<file path="src/rtl/alu_uart_sequencer_pkg.sv">
// Shared definitions for the ALU/UART command sequencer.
//   - state_e : FSM state encoding (3 bits)
//   - flags_t : layout of the flags byte returned after the result
//   - ALU opcode constants driven on o_op_code
package alu_uart_sequencer_pkg;

  localparam int unsigned StateW = 3;

  typedef enum logic [StateW-1:0] {
    StWaitA     = 3'd0,
    StWaitB     = 3'd1,
    StWaitOp    = 3'd2,
    StExec      = 3'd3,
    StSendRes   = 3'd4,
    StWaitRes   = 3'd5,
    StSendFlags = 3'd6,
    StWaitFlags = 3'd7
  } state_e;

  typedef struct packed {
    logic [5:0] rsvd;
    logic       carry;
    logic       zero;
  } flags_t;

  localparam logic [5:0] ADD = 6'b100000;
  localparam logic [5:0] SUB = 6'b100010;
  localparam logic [5:0] AND = 6'b100100;
  localparam logic [5:0] OR  = 6'b100101;
  localparam logic [5:0] XOR = 6'b100110;
  localparam logic [5:0] SRA = 6'b000011;
  localparam logic [5:0] SRL = 6'b000010;
  localparam logic [5:0] NOR = 6'b100111;

  function automatic flags_t pack_flags(input logic carry, input logic zero);
    flags_t f;
    f.rsvd  = '0;
    f.carry = carry;
    f.zero  = zero;
    return f;
  endfunction

endpackage

</file>
<file path="src/rtl/alu_uart_sequencer_timeout_counter.sv">
// seq_timeout_counter: inter-byte inactivity counter.
//   clk_i, rst_ni : clock, async active-low reset
//   clr_i         : synchronous clear (has priority over en_i)
//   en_i          : count up by one
//   tc_o          : count has reached TIMEOUT_CYCLES-1 (never asserted when TIMEOUT_CYCLES == 0)
module seq_timeout_counter #(
  parameter int unsigned TIMEOUT_CYCLES = 1000000
) (
  input  logic clk_i,
  input  logic rst_ni,
  input  logic clr_i,
  input  logic en_i,
  output logic tc_o
);

  localparam int unsigned CntW = (TIMEOUT_CYCLES > 0) ? $clog2(TIMEOUT_CYCLES + 1) : 1;
  localparam logic [CntW-1:0] TermCnt = (TIMEOUT_CYCLES > 0) ? CntW'(TIMEOUT_CYCLES - 1) : '0;

  logic [CntW-1:0] cnt_q, cnt_d;

  always_comb begin
    cnt_d = cnt_q;
    if (clr_i) begin
      cnt_d = '0;
    end else if (en_i) begin
      cnt_d = cnt_q + CntW'(1);
    end
  end

  always_ff @(posedge clk_i or negedge rst_ni) begin
    if (!rst_ni) begin
      cnt_q <= '0;
    end else begin
      cnt_q <= cnt_d;
    end
  end

  assign tc_o = (TIMEOUT_CYCLES != 0) && (cnt_q == TermCnt);

endmodule

</file>
<file path="src/rtl/alu_uart_sequencer.sv">
// ALU front-end: collects operand A, operand B and opcode bytes from the UART RX,
// holds them on the ALU inputs, captures result and flags, and returns result then
// flags bytes to the UART TX over a start/done handshake.
//   i_clk, i_rst_n                  : clock, async active-low reset
//   i_rx_data, i_rx_valid           : received byte stream
//   o_tx_data, o_tx_start, i_tx_done: transmit handshake
//   o_data_a, o_data_b, o_op_code   : registered ALU inputs
//   i_alu_result/zero/carry         : combinational ALU outputs
//   o_busy, o_timeout, o_rx_drop    : status
module alu_uart_sequencer
  import alu_uart_sequencer_pkg::*;
#(
  parameter int unsigned NB_DATA        = 8,
  parameter int unsigned NB_OP_CODE     = 6,
  parameter int unsigned TIMEOUT_CYCLES = 1000000
) (
  input  logic                  i_clk,
  input  logic                  i_rst_n,
  input  logic [7:0]            i_rx_data,
  input  logic                  i_rx_valid,
  output logic [7:0]            o_tx_data,
  output logic                  o_tx_start,
  input  logic                  i_tx_done,
  output logic [NB_DATA-1:0]    o_data_a,
  output logic [NB_DATA-1:0]    o_data_b,
  output logic [NB_OP_CODE-1:0] o_op_code,
  input  logic [NB_DATA-1:0]    i_alu_result,
  input  logic                  i_alu_zero,
  input  logic                  i_alu_carry,
  output logic                  o_busy,
  output logic                  o_timeout,
  output logic                  o_rx_drop
);

  state_e                state_q;
  logic [NB_DATA-1:0]    result_q;
  flags_t                flags_q;
  logic [7:0]            tx_data_q;
  logic                  tx_start_q, timeout_q, rx_drop_q;
  logic [NB_DATA-1:0]    data_a_q, data_b_q;
  logic [NB_OP_CODE-1:0] op_code_q;

  logic collecting, tmo_en, tmo_tc, drop_state;

  // Only the gaps between bytes of one command are timed; an accepted byte restarts the count.
  assign collecting = (state_q == StWaitB) || (state_q == StWaitOp);
  assign tmo_en     = collecting && !i_rx_valid;
  assign drop_state = !(collecting || (state_q == StWaitA));

  seq_timeout_counter #(
    .TIMEOUT_CYCLES(TIMEOUT_CYCLES)
  ) u_timeout (
    .clk_i (i_clk),
    .rst_ni(i_rst_n),
    .clr_i (!tmo_en),
    .en_i  (tmo_en),
    .tc_o  (tmo_tc)
  );

  always_ff @(posedge i_clk or negedge i_rst_n) begin
    if (!i_rst_n) begin
      state_q    <= StWaitA;
      result_q   <= '0;
      flags_q    <= '0;
      tx_data_q  <= '0;
      tx_start_q <= 1'b0;
      timeout_q  <= 1'b0;
      rx_drop_q  <= 1'b0;
      data_a_q   <= '0;
      data_b_q   <= '0;
      op_code_q  <= '0;
    end else begin
      tx_start_q <= 1'b0;
      timeout_q  <= 1'b0;
      rx_drop_q  <= i_rx_valid && drop_state;
      unique case (state_q)
        StWaitA: begin
          if (i_rx_valid) begin
            data_a_q <= i_rx_data[NB_DATA-1:0];
            state_q  <= StWaitB;
          end
        end
        StWaitB: begin
          // A byte on the terminal-count cycle takes priority over the timeout.
          if (i_rx_valid) begin
            data_b_q <= i_rx_data[NB_DATA-1:0];
            state_q  <= StWaitOp;
          end else if (tmo_tc) begin
            timeout_q <= 1'b1;
            state_q   <= StWaitA;
          end
        end
        StWaitOp: begin
          if (i_rx_valid) begin
            op_code_q <= i_rx_data[NB_OP_CODE-1:0];
            state_q   <= StExec;
          end else if (tmo_tc) begin
            timeout_q <= 1'b1;
            state_q   <= StWaitA;
          end
        end
        StExec: begin
          result_q <= i_alu_result;
          flags_q  <= pack_flags(i_alu_carry, i_alu_zero);
          state_q  <= StSendRes;
        end
        StSendRes: begin
          tx_data_q  <= result_q;
          tx_start_q <= 1'b1;
          state_q    <= StWaitRes;
        end
        StWaitRes: begin
          if (i_tx_done) state_q <= StSendFlags;
        end
        StSendFlags: begin
          tx_data_q  <= flags_q;
          tx_start_q <= 1'b1;
          state_q    <= StWaitFlags;
        end
        StWaitFlags: begin
          if (i_tx_done) state_q <= StWaitA;
        end
        default: state_q <= StWaitA;
      endcase
    end
  end

  assign o_tx_data  = tx_data_q;
  assign o_tx_start = tx_start_q;
  assign o_data_a   = data_a_q;
  assign o_data_b   = data_b_q;
  assign o_op_code  = op_code_q;
  assign o_timeout  = timeout_q;
  assign o_rx_drop  = rx_drop_q;
  assign o_busy     = (state_q != StWaitA);

endmodule

</file>
<file path="config.mk">
export PLATFORM = sky130hd
export DESIGN_NAME = alu_uart_sequencer
export DESIGN_NICKNAME = d
export VERILOG_FILES = /design/src/rtl/alu_uart_sequencer_pkg.sv /design/src/rtl/alu_uart_sequencer_timeout_counter.sv /design/src/rtl/alu_uart_sequencer.sv
export SDC_FILE = /design/constraint.sdc
export NUM_CORES = 1
export LEC_CHECK = 0
export ABC_AREA = 1
export BUFFER_PORTS_ARGS = -buffer_cell sky130_fd_sc_hd__buf_2
export CORE_MARGIN = 2
export CORE_UTILIZATION = 54
export DETAILED_ROUTE_END_ITERATION = 7
export GPL_TIMING_DRIVEN = 0
export PLACE_DENSITY = 0.77
export RECOVER_POWER = 100
export SLEW_MARGIN = 20
export SYNTH_ARGS = -nofsm -noshare
export SYNTH_HDL_FRONTEND = slang
export SYNTH_SLANG_ARGS = --single-unit
</file>
<file path="constraint.sdc">
create_clock -name i_clk -period 1.8 [get_ports i_clk]
set_input_delay 0 -clock i_clk [delete_from_list [all_inputs] [get_ports i_clk]]
set_output_delay 0 -clock i_clk [all_outputs]
set_load 0.01 [all_outputs]
</file>
### Word-level counts from Yosys, hierarchy flattened

Cells that the tools add are included.

| word-level totals | value |
|---|---|
| register bits after elaboration | 66 |
| input port bits | 22 |
| output and inout port bits | 34 |
| word-level logic and storage cells | 52 |

| cells by class | value |
|---|---|
| add/subtract/negate cells | 1 |
| equality and inequality tests | 11 |
| mux-type cells | 13 |
| reductions and logical operators | 15 |

Operators with widths:

| kind | count |
|---|---|
| 3-bit case mux with 8 select lines | 1 |
| 20-bit by 1-bit adder with 20-bit output, second input constant | 1 |
| 20-bit == test, second input constant | 1 |
| 20-bit two-way mux | 1 |
| 3-bit two-way mux | 6 |
| 8-bit case mux with 2 select lines | 1 |
| 3-bit == test, second input constant | 4 |
| 3-bit by 2-bit == test with 1-bit output, second input constant | 2 |
| 2-bit inequality test, second input constant | 3 |
| 2-bit AND reduction | 3 |
| 1-bit two-way mux | 4 |
| 2-bit OR reduction | 2 |
| 3-bit by 1-bit == test with 1-bit output, second input constant | 1 |
| 3-bit zero test | 1 |
| 3-bit AND reduction | 1 |
| 3-bit nonzero test | 1 |
| 1-bit logical AND | 2 |
| 1-bit zero test | 2 |
| 1-bit logical OR | 2 |
| 2-bit nonzero test | 1 |

### Depth between registers and ports, before layout

Gate-level depths: netlist of the first run.

| depth | value |
|---|---|
| depth after elaboration | 5 |
| depth in mapped cells | 9 |
| depth with buffers taken out | 8 |

### Hierarchy

From an unflattened synthesis of the first run, not the netlist that was laid out.

| second synthesis, totals | value |
|---|---|
| cells, all modules | 365 |
| area, all modules | 3123.0 µm² |

By module, submodules not included:

| module | times used | cells each | area an instance (µm²) |
|---|---|---|---|
| alu_uart_sequencer | 1 | 197 | 1936.9 |
| seq_timeout_counter | 1 | 168 | 1186.1 |

### Worst setup path before layout of the first run

OpenSTA, ideal clock, no wires.

| path | value |
|---|---|
| kind | reg-to-reg |
| start point | reg u_timeout.cnt_q[0] |
| end point | reg u_timeout.cnt_q[18] |
| library setup time | 0.119 ns |
| arrival time | 1.205 ns |
| slack | 0.476 ns |
| cell stages (with the launch flop) | 9 |
| period minus slack after synthesis | 1.324 ns |
| path through | dfrtp_1 > ha_1 > nand2_1 > nor2_2 > nand2_1 > nor2_2 > nand3_1 > nand2_1 > nor2_1 |

| between the ends | value |
|---|---|
| longest elaborated chain between the ends | 2 |

Ends and longest elaborated chain:

| what | RTL line | source |
|---|---|---|
| from (decl) | alu_uart_sequencer_timeout_counter.sv:19 | `logic [CntW-1:0] cnt_q, cnt_d;` |
| from (signal assigned) | alu_uart_sequencer_timeout_counter.sv:34 | `cnt_q <= cnt_d;` |
| 20-bit by 1-bit adder with 20-bit output | alu_uart_sequencer_timeout_counter.sv:26 | `cnt_d = cnt_q + CntW'(1);` |
| 20-bit two-way mux | alu_uart_sequencer_timeout_counter.sv:23 | `if (clr_i) begin` |
| named net u_timeout.cnt_d[18] | alu_uart_sequencer_timeout_counter.sv:19 |  |

The timed path passes the listed nets, and every way through them passes these cells.
A chain may end at the register's enable or synchronous reset.

### Final worst setup path of the first run

| path | value |
|---|---|
| start point | reg state_q[0] |
| end point | reg result_q[5] |

| between the ends | value |
|---|---|
| longest elaborated chain between the ends | 1 |

Ends and longest elaborated chain:

| what | RTL line | source |
|---|---|---|
| from (decl) | alu_uart_sequencer.sv:35 | `state_e state_q;` |
| from (signal assigned) | alu_uart_sequencer.sv:62 | `state_q <= StWaitA;` |
| from (signal assigned) | alu_uart_sequencer.sv:80 | `state_q <= StWaitB;` |
| from (signal assigned) | alu_uart_sequencer.sv:87 | `state_q <= StWaitOp;` |
| 3-bit by 2-bit == test with 1-bit output | alu_uart_sequencer.sv:76 | `unique case (state_q)` |
| to (signal assigned) | alu_uart_sequencer.sv:103 | `result_q <= i_alu_result;` |
| to (decl) | alu_uart_sequencer.sv:36 | `logic [NB_DATA-1:0] result_q;` |

Every way passes these cells.

==> qor.txt, run 1 <==
# rows -> 26
Placer Congestion -> 0.852
Vias -> 2518
Layout cell share with drive strength beyond 1 -> 0.104
Cell count after placement -> 466
Cell variety after synth -> 25
Layout Cells excl Fill -> 501
Die Y -> 77.2 um
Setup_tns -> 0 ps
Worst-Skew Late Latency -> 340 ps
VDD IR-drop max -> 970 uV
Tot GR Track Use -> 0.240
Die ar. -> 5960 um^2
Avg Inst Size Synth -> 8.51 um^2
Leakage -> 1.67 nW
Clock transition at the registers of the reported paths -> 70 ps
Final #Nets -> 450
Most frequent CP cell -> nand2_1
Total CTS buffers -> 9
Largest net degree at the start of global routing -> 37
Minimum clock period -> 1590 ps
Mapped Area -> 2890 um^2
CTS resizes -> 0
CP cell instances -> nand2_1 -> inv_1 -> nand2_1 -> clkbuf_1 -> a21oi_1
Async SR Flop Fraction -> 1.00
Post-detailed-route DRC marker count -> 0
Crit path max-delay cell type -> dfrtp_1
Met2 wire length -> 3.18 mm
Starting Density -> 0.563
Run status -> completed
Placed standard-cell area -> 3280 um^2
Arr. time, crit path -> 1800 ps
Hold Vio Cnt, Final -> 0
Nature of the critical path endpoint -> flop
Clock Skew -> 7.26 ps
Max Slew Vio Count -> 0
Register area share after synthesis -> 0.571
Pwr dens -> 1340 nW/um^2
Post-synth EDFFs -> 0
Delay of the slowest critical-path stage -> 440 ps
CP Data Required Time -> 2000 ps
P&R area growth vs syn -> 24.2%
Post-route cell area -> 3590 um^2
Die width -> 77.2 um
WP buf/inv -> 2
Setup CP Type -> reg -> reg
Primary FF master, synth -> dfrtp_1
Period utilization -> 0.884
Initial DRC count -> 152
Mapped Cells -> 340
Slew Limit Headroom -> 0.489
IO Port Bufs -> 55
Crit path max-delay family -> buffers and inverters
Hold WC Path Type -> in -> reg
Cts-stage hold buffer count -> 20
Vias per std cell -> 5.03
Io pins -> 56
Clock sinks -> 66
Initial antenna violation count -> 0
Uppermost layer routed -> met4
Max Root-Sink Buffers -> 2
Global route overflow -> 0
Clock Tree Root -> clkbuf_8
# diodes -> 0
Area of the core -> 5140 um^2
Detailed Place HPWL -> 4.44 mm
Met1 WL -> 2.86 mm
Setup crit start kind -> flop
Initial DRT Pass Iterations -> 4
CTS tree -> built
Routed length per placed instance -> 13.0 um
Vias in the first global route -> 2550
Fillers -> 442
First-pass GRT wire length -> 11.3 mm
Met3 WL post-DR -> 338 um
Setup Viol. Count Final -> 0
DRT antenna net count -> 0
Max frequency -> 628 MHz
DRT Wirelength -> 6.49 mm
Max Cap Viol -> 0
RSZ-0062 raised after global routing -> no
Seq cells post-synth -> 66
CP Max Fanout -> 10
H-Tree Depth -> 3
Ys Warns -> 0
Fin util -> 0.699
Measured slew at the worst slew-check pin -> 766 ps
Syn Nets -> 363
Post-CTS Setup Inserts -> 0
[metrics by stage]
stage / total power, mW / hold WS, ps / setup WS (ps)
floorplan: 3.20 / -296 / 476
global placement: 3.74 / 220 / 304
detailed placement: 3.81 / -44.2 / 306
CTS: 4.94 / 15.7 / 291
global route: 5.20 / 46.5 / 46.8
finish: 4.83 / 34.9 / 208
[synthesized netlist by cell type, types with 5 or more instances]
cell type  count  area (um^2)
a21oi_1       20          100
dfrtp_1       66         1650
inv_1         36          135
inv_2          5         18.8
nand2_1       76          285
nand3_1       22          110
nand4_1        6         37.5
nor2_1        40          150
nor2_2         6         37.5
o21ai_0       29          145
o21ai_1        9         45.0
[tightest hold or removal path, cell delays in order]
cell,delay [ps]
buf_2,90
nor2_1,60
nand2_1,60
nand2_1,50
inv_1,40
nand2_1,40
[report_power, final]
part	total, mW	switching (mW)	internal (mW)
registers	2.22	0.258	1.96
clock network	1.11	0.541	0.567
logic	1.50	0.972	0.532
[path summary, 6_finish.rpt]
check                      cells past startpoint                            end  slack, ps                          from
max                                            5        result_q[5]$_DFFE_PN0P_        210        state_q[0]$_DFFE_PN0P_
min                                            6         state_q[1]$_DFFE_PN0P_         30                     i_tx_done
max reg2reg                                    5        result_q[5]$_DFFE_PN0P_        210        state_q[0]$_DFFE_PN0P_
min reg2reg                                    1   u_timeout.cnt_q[0]$_DFF_PN0_        460  u_timeout.cnt_q[0]$_DFF_PN0_
max in group asynchronous                      3        o_data_b[6]$_DFFE_PN0P_        900                       i_rst_n
min in group asynchronous                      2  u_timeout.cnt_q[14]$_DFF_PN0_        270                       i_rst_n
[placed cells by master (no fill, tap or decap), drive strengths merged]
cell         instances
nand2               79
dfrtp               66
clkbuf              53
nor2                46
inv                 40
o21ai               38
buf                 23
nand3               22
a21oi               20
dlygate4sd3         20
nand4                6
nor3                 4
nor3b                2
o21a                 2
mux2                 2
clkinv               2
nand3b               1
a31oi                1
a211oi               1
a21boi               1
ha                   1
clkinvlp             1
[final cells by class]
cell class	count	area [um^2]	area share
Clock buffer	13	159	0.0442
Timing Repair Buffer	76	453	0.126
Sequential cell	66	1650	0.460
Tap cell	70	87.6	0.0244
Inverter	41	154	0.0428
Clock inverter	2	12.5	0.00348
Multi-Input combinational cell	226	1040	0.290
Buffer	7	35.0	0.00975
[per-layer routing]
metal / vias to the layer above / GRT usage
met3: 14 / 0.0553
li1: 1269 / -
met2: 69 / 0.401
met1: 1166 / 0.297
met5: - / 0
met4: 0 / 0.105
[cell families (layout without fill, tap and decap cells)]
| kind of cell | count (synthesis) | count (layout) | synth area share |
|---|---|---|---|
| AND/OR/NAND/NOR | 160 | 160 | 0.237 |
| flip-flops | 66 | 66 | 0.571 |
| AO/OA/AOI/OAI | 63 | 63 | 0.113 |
| buffers and inverters | 48 | 139 | 0.0666 |
| multiplexers | 2 | 2 | 0.00778 |
| adder cells (fa/ha/maj) | 1 | 1 | 0.00432 |
[flip-flops by register name (all words and copies together), names as in the netlist, 2 cells and up]
register	count
o_tx_data	8
state_q	3
result_q	8
o_op_code	6
o_data_b	8
u_timeout.cnt_q	20
o_data_a	8
flags_q	2
Note: power is estimated with default switching activity, not from simulation.
==> inputs of run 2 (changes only) <==
- GPL_TIMING_DRIVEN: 0 -> default
==> run 2 against run 1 <==
  * Via count fell by 1.5%
  * First-iteration DRC count up 14%
  * Count of clock-buffer cells in the layout is 2 lower
  * Register-to-register slack gained 70 ps
  * Critical path type unchanged
  * Largest power group unchanged
  * Sequential cell count is the same
  * Fmax rose by 4.4%
  * Routed wire length down 3.6%
  * Final cell count shrank 1.4%
==> qor.txt, run 2 (synthesis results as in run 1) <==
# diodes -> 0 (unchanged)
Vias -> 2481 (-1.5%)
Period utilization -> 0.847 (-0.0371)
CTS tree -> built
Clock sinks -> 66 (unchanged)
Hold Vio Cnt, Final -> 0 (unchanged)
Max frequency -> 656 MHz (+4.4%)
Run status -> completed
Die width -> 77.2 um (unchanged)
Switching part of the total power -> 0.366 (about the same)
DRT antenna net count -> 0 (unchanged)
Worst-Skew Late Latency -> 340 ps (about the same)
Post-route cell area -> 3540 um^2 (-1.5%)
H-Tree Depth -> 3 (unchanged)
Setup crit start kind -> flop
Setup_tns -> 0 ps (unchanged)
Leakage -> 1.65 nW (-1.3%)
Vias per std cell -> 5.02 (about the same)
Area of the core -> 5140 um^2 (unchanged)
Reg power frac -> 0.473 (+0.013)
Routed length per placed instance -> 12.7 um (-2.3%)
Die ar. -> 5960 um^2 (unchanged)
CTS resizes -> 0 (unchanged)
Arr. time, crit path -> 1780 ps (-20 ps)
Gate power share -> 0.304 (-0.007)
Most common cell after layout, fill and taps aside -> nand2_1
Hold WC Path Type -> in -> reg
Largest net degree at the start of global routing -> 67 (+81%)
Detailed Place HPWL -> 4.26 mm (-4.1%)
Initial DRC count -> 173 (+14%)
Clock Skew -> 5.02 ps (-2.24 ps)
Layout Cells excl Fill -> 494 (-1.4%)
Initial DRT Pass Iterations -> 5 (+1)
Pwr dens -> 1330 nW/um^2 (-1.0%)
Max Slew Vio Count -> 0 (unchanged)
VDD IR-drop max -> 852 uV (-12%)
Setup Viol. Count Final -> 0 (unchanged)
Setup CP Type -> reg -> reg
Most flop-heavy register -> u_timeout.cnt_q
Nature of the critical path endpoint -> flop
Crit Reg-Reg Endpoint -> u_timeout.cnt_q[10]$_DFF_PN0_
Internal -> 2.99 mW (-2.5%)
P&R area growth vs syn -> 22.4%
Clock power share -> 0.223 (-0.006)
CP Max Fanout -> 8 (-2)
Max Cap Viol -> 0 (unchanged)
First-pass GRT wire length -> 10.7 mm (-4.7%)
DRT Wirelength -> 6.26 mm (-3.6%)
Hold path startpoint -> i_tx_done
Psw -> 1.72 mW (-2.6%)
Layout cell share with drive strength beyond 1 -> 0.106 (+0.00172)
Initial antenna violation count -> 0 (unchanged)
# rows -> 26 (unchanged)
Starting Density -> 0.563 (unchanged)
Register-to-Register Path Depth -> 7 (+2)
Global route overflow -> 0 (unchanged)
Max Root-Sink Buffers -> 2 (unchanged)
Cts-stage hold buffer count -> 20 (unchanged)
Clock transition at the registers of the reported paths -> 70 ps (about the same)
Die Y -> 77.2 um (unchanged)
Total CTS buffers -> 9 (unchanged)
Largest register FFs -> 20 (unchanged)
Critical Path Start -> u_timeout.cnt_q[0]$_DFF_PN0_
Clock Tree Root -> clkbuf_8
Cell count after placement -> 460 (-1.3%)
Vias in the first global route -> 2360 (-7.5%)
Placer Congestion -> 0.937 (+9.9%)
Post-CTS Setup Inserts -> 0 (unchanged)
Worst R2R Setup Slack -> 270 ps (+70 ps)
Io pins -> 56 (unchanged)
Final #Nets -> 444 (-1.3%)
IO Port Bufs -> 55 (unchanged)
Tot GR Track Use -> 0.232 (-0.00776)
Commonest cells after routing, fill and taps aside -> 77 x nand2_1, 66 x dfrtp_1, 41 x nor2_1
Measured slew at the worst slew-check pin -> 860 ps (+93.6 ps)
CP Data Required Time -> 2060 ps (+60 ps)
Minimum clock period -> 1530 ps (-66.8 ps)
Placed standard-cell area -> 3240 um^2 (-1.0%)
RSZ-0062 raised after global routing -> no
RR Startpoint -> u_timeout.cnt_q[0]$_DFF_PN0_
Worst setup path endpoint -> u_timeout.cnt_q[10]$_DFF_PN0_
Slew Limit Headroom -> 0.427 (-0.0624)
Post-detailed-route DRC marker count -> 0 (unchanged)
-- run 2: changes by cell type in the layout (fill, tap and decap cells not counted), sizes merged --
cell    change
buf         -2
inv         +1
clkbuf      -6
-- run 2: how the worst min path moves through the flow --
stage	endpoint	slack, ps	cells past startpoint
final	state_q[1]$_DFFE_PN0P_	30	6
after CTS	state_q[1]$_DFFE_PN0P_	20	6
after floorplan	flags_q[0]$_DFFE_PN0P_	-300	0
after global placement	u_timeout.cnt_q[10]$_DFF_PN0_	40	2
after global routing	state_q[1]$_DFFE_PN0P_	40	6
after detailed placement	u_timeout.cnt_q[18]$_DFF_PN0_	40	2
-- run 2: area by class of cell --
class	instances	area [um^2]
multi-input cells	226	1040
fillers	446	1600
well taps	70	87.6
clock inverters	3	17.5
inverters	41	154
clock buffers	11	141
repair buffers	77	444
flip-flops and latches	66	1650
-- run 2: worst max-delay path, stage by stage, from the launching register on --
cell and delay (ps):
dfrtp_1 370, ha_1 180, nand2_1 90, nor2_2 270, nand2_1 150, nor2_2 160, o21ai_0 90, a21oi_1 140
-- run 2: power by group through the flow --
stage          combinational, mW  sequential (mW)  clock, mW
6_report                    1.43             2.23       1.05
3_3_place_gp                1.47             2.22          0
4_1_cts                     1.56             2.22       1.07
5_1_grt                     1.66             2.29       1.15
3_5_place_dp                1.54             2.23          0
2_1_floorplan              0.835             2.36          0
-- run 2: per-layer routing --
metal,vias up,track usage,wire length (um)
li1,1255,-,-
met1,1146,0.302,2720
met2,72,0.377,3110
met3,8,0.0600,328
met4,0,0.0839,103
met5,-,0,0
-- run 2: metrics by stage --
stage	util	power (mW)	worst slack, ps	hold WS, ps
after floorplan	-	3.20	476	-296
after global placement	0.631	3.69	362	43.3
after detailed placement	0.631	3.77	290	41.1
after CTS	0.701	4.85	270	15.3
after global routing	0.689	5.10	65.5	43.5
final	0.689	4.71	275	28.3
==> inputs of run 3 (changes only) <==
- CORE_UTILIZATION: 54 -> 49
- PLACE_DENSITY: 0.77 -> 0.74
- clock period: 1.8 -> 1.4 ns (I/O delays scaled with it)
==> run 3 against run 2 <==
  * Routed wire length increased by 5.3%
  * Register-to-register slack worse by 240 ps
  * Clock skew is 4.1 ps higher
  * Critical path type unchanged
  * First-iteration DRC count up 24%
  * Largest power group unchanged
  * Global-route usage decreased by 0.77 points
==> qor.txt, run 3 (synthesis results as in run 1) <==
Initial DRT Pass Iterations -> 4 (-1)
CP Data Required Time -> 1650 ps (-410 ps)
DRT Wirelength -> 6.59 mm (+5.3%)
H-Tree Depth -> 3 (unchanged)
Hold Vio Cnt, Final -> 0 (unchanged)
Placer Congestion -> 0.931 (-0.67%)
Run status -> completed
Initial antenna violation count -> 0 (unchanged)
Commonest cells after routing, fill and taps aside -> 72 x nand2_1, 62 x dfrtp_1, 36 x nor2_1, 36 x inv_1, 29 x o21ai_0
Fin Hold WS -> 48.1 ps (+19.8 ps)
Setup Viol. Count Final -> 0 (unchanged)
Worst-Skew Late Latency -> 330 ps (about the same)
Largest register FFs -> 20 (unchanged)
Layout cell share with drive strength beyond 1 -> 0.205 (+0.0993)
Nature of the critical path endpoint -> flop
Crit Reg-Reg Endpoint -> u_timeout.cnt_q[9]$_DFF_PN0_
Setup CP Type -> reg -> reg
Pre-CTS setup slack -> -26.9 ps (-316 ps)
Crit path max-delay cell type -> dfrtp_1
Post-detailed-route DRC marker count -> 0 (unchanged)
Clock sinks -> 66 (unchanged)
Internal -> 4.15 mW (+39%)
Most frequent CP cell -> nand2_1
Io pins -> 56 (unchanged)
RSZ-0062 raised after global routing -> yes
Leakage -> 1.75 nW (+6.1%)
Global route overflow -> 0 (unchanged)
Worst R2R Setup Slack -> 40 ps (-240 ps)
Register-to-Register Path Depth -> 6 (-1)
Die Y -> 80.8 um (+4.7%)
CP Max Fanout -> 5 (-3)
CTS tree -> built
# rows -> 27 (+3.8%)
Die width -> 80.8 um (+4.7%)
Detailed Place HPWL -> 4.48 mm (+5.3%)
Measured slew at the worst slew-check pin -> 861 ps (+1.65 ps)
Area of the core -> 5610 um^2 (+9.1%)
Initial DRC count -> 215 (+24%)
First-pass GRT wire length -> 11.1 mm (+3.0%)
Endpoint of the worst hold path -> state_q[1]$_DFFE_PN0P_
Max Slew Vio Count -> 0 (unchanged)
Max Root-Sink Buffers -> 2 (unchanged)
VDD IR-drop max -> 1110 uV (+31%)
Vias in the first global route -> 2501 (+6.0%)
Max frequency -> 735 MHz (+12%)
Setup_tns -> 0 ps (unchanged)
Die ar. -> 6530 um^2 (+9.7%)
Hold path startpoint -> i_tx_done
Slew Limit Headroom -> 0.426 (-0.00110)
Routed length per placed instance -> 12.9 um (+2.0%)
Max Cap Viol -> 0 (unchanged)
Pwr dens -> 1700 nW/um^2 (+28%)
# diodes -> 0 (unchanged)
Setup ws final -> 38.9 ps (-236 ps)
Most common cell after layout, fill and taps aside -> nand2_1
Arr. time, crit path -> 1610 ps (-170 ps)
RR Startpoint -> u_timeout.cnt_q[5]$_DFF_PN0_
Total CTS buffers -> 9 (unchanged)
P&R area growth vs syn -> 30.8%
Delay of the slowest critical-path stage -> 430 ps (+60 ps)
Clock Skew -> 9.11 ps (+4.09 ps)
Gate power share -> 0.316 (+0.012)
Clock power share -> 0.241 (+0.018)
Vias per std cell -> 4.99 (-0.60%)
Hold depth -> 6 (unchanged)
Most flop-heavy register -> u_timeout.cnt_q
Psw -> 2.30 mW (+33%)
Hold WC Path Type -> in -> reg
Minimum clock period -> 1360 ps (-164 ps)
Period utilization -> 0.972 (+0.125)
Largest net degree at the start of global routing -> 40 (-40%)
Tot GR Track Use -> 0.224 (-0.00767)
Clock Tree Root -> clkbuf_8
IO Port Bufs -> 55 (unchanged)
Switching part of the total power -> 0.356 (-0.00977)
Final #Nets -> 457 (+2.9%)
Starting Density -> 0.516 (-0.0470)
DRT antenna net count -> 0 (unchanged)
Setup crit start kind -> flop
Reg power frac -> 0.443 (-0.030)
Clock transition at the registers of the reported paths -> 70 ps (about the same)
CP cell instances -> nand2_1 -> nor2_4 -> nand2_1 -> buf_4 -> o21ai_0 -> nor3b_2
Vias -> 2546 (+2.6%)
-- run 3: how the worst max path moves through the flow --
stage,startpoint,to,slack [ps],cells after the start
after CTS,state_q[1]$_DFFE_PN0P_,o_tx_data[0]$_DFFE_PN0P_,10,7
after global routing,u_timeout.cnt_q[0]$_DFF_PN0_,u_timeout.cnt_q[18]$_DFF_PN0_,-90,8
after detailed placement,u_timeout.cnt_q[0]$_DFF_PN0_,u_timeout.cnt_q[18]$_DFF_PN0_,-30,8
after global placement,state_q[0]$_DFFE_PN0P_,o_tx_data[1]$_DFFE_PN0P_,30,6
final,u_timeout.cnt_q[5]$_DFF_PN0_,u_timeout.cnt_q[9]$_DFF_PN0_,40,6
after floorplan,u_timeout.cnt_q[0]$_DFF_PN0_,u_timeout.cnt_q[18]$_DFF_PN0_,80,8
-- run 3: layout make-up --
class / count / area [um^2]
Clock buffer: 11 / 141
Tap cell: 72 / 90.1
Multi-Input combinational cell: 226 / 1120
Inverter: 41 / 156
Clock inverter: 4 / 51.3
Timing Repair Buffer: 90 / 564
Sequential cell: 66 / 1660
Fill cell: 497 / 1820
-- run 3: power by group through the flow --
stage	Clock, mW	Sequential, mW	Combinational (mW)
5_1_grt	1.70	2.94	2.35
4_1_cts	1.60	2.83	2.11
2_1_floorplan	0	3.04	1.07
3_5_place_dp	0	2.85	2.08
6_report	1.56	2.86	2.04
3_3_place_gp	0	2.83	2.00
-- run 3: routing by layer --
metal | track usage | routed length (um) | share of wire | vias to the layer above
met2 | 0.367 | 3250 | 0.49 | 76
met1 | 0.280 | 2860 | 0.43 | 1174
li1 | - | - | - | 1285
met5 | 0 | 0 | 0 | -
met4 | 0.0898 | 104 | 0.016 | 0
met3 | 0.0667 | 373 | 0.057 | 11
-- run 3: metrics by stage --
| stage | area (um^2) | cells | util | power (mW) |
|---|---|---|---|---|
| after floorplan | 2890 | 340 | - | 4.11 |
| after global placement | 3320 | 472 | 0.592 | 4.83 |
| after detailed placement | 3320 | 472 | 0.592 | 4.92 |
| after CTS | 3720 | 507 | 0.663 | 6.54 |
| after global routing | 3780 | 510 | 0.675 | 6.99 |
| final | 3780 | 510 | 0.675 | 6.45 |
-- run 3: timing repair --
| action | in CTS | in global routing |
|---|---|---|
| gates cloned | 0 | 0 |
| setup buffers | 0 | 3 |
| setup endpoints to repair | 2 | 34 |
| hold endpoints to repair | 99 | 0 |
| gates resized for setup | 1 | 24 |
| hold buffers | 20 | 0 |
| pin swaps | 0 | 7 |
-- run 3: worst max-delay path, delay by kind of cell (launching register included) --
kind                   cells  cell delay [ps]
DFF                        1              430
and+or+nand+nor            4              580
AOI/OAI and AO/OA          1              120
buffers and inverters      1              150
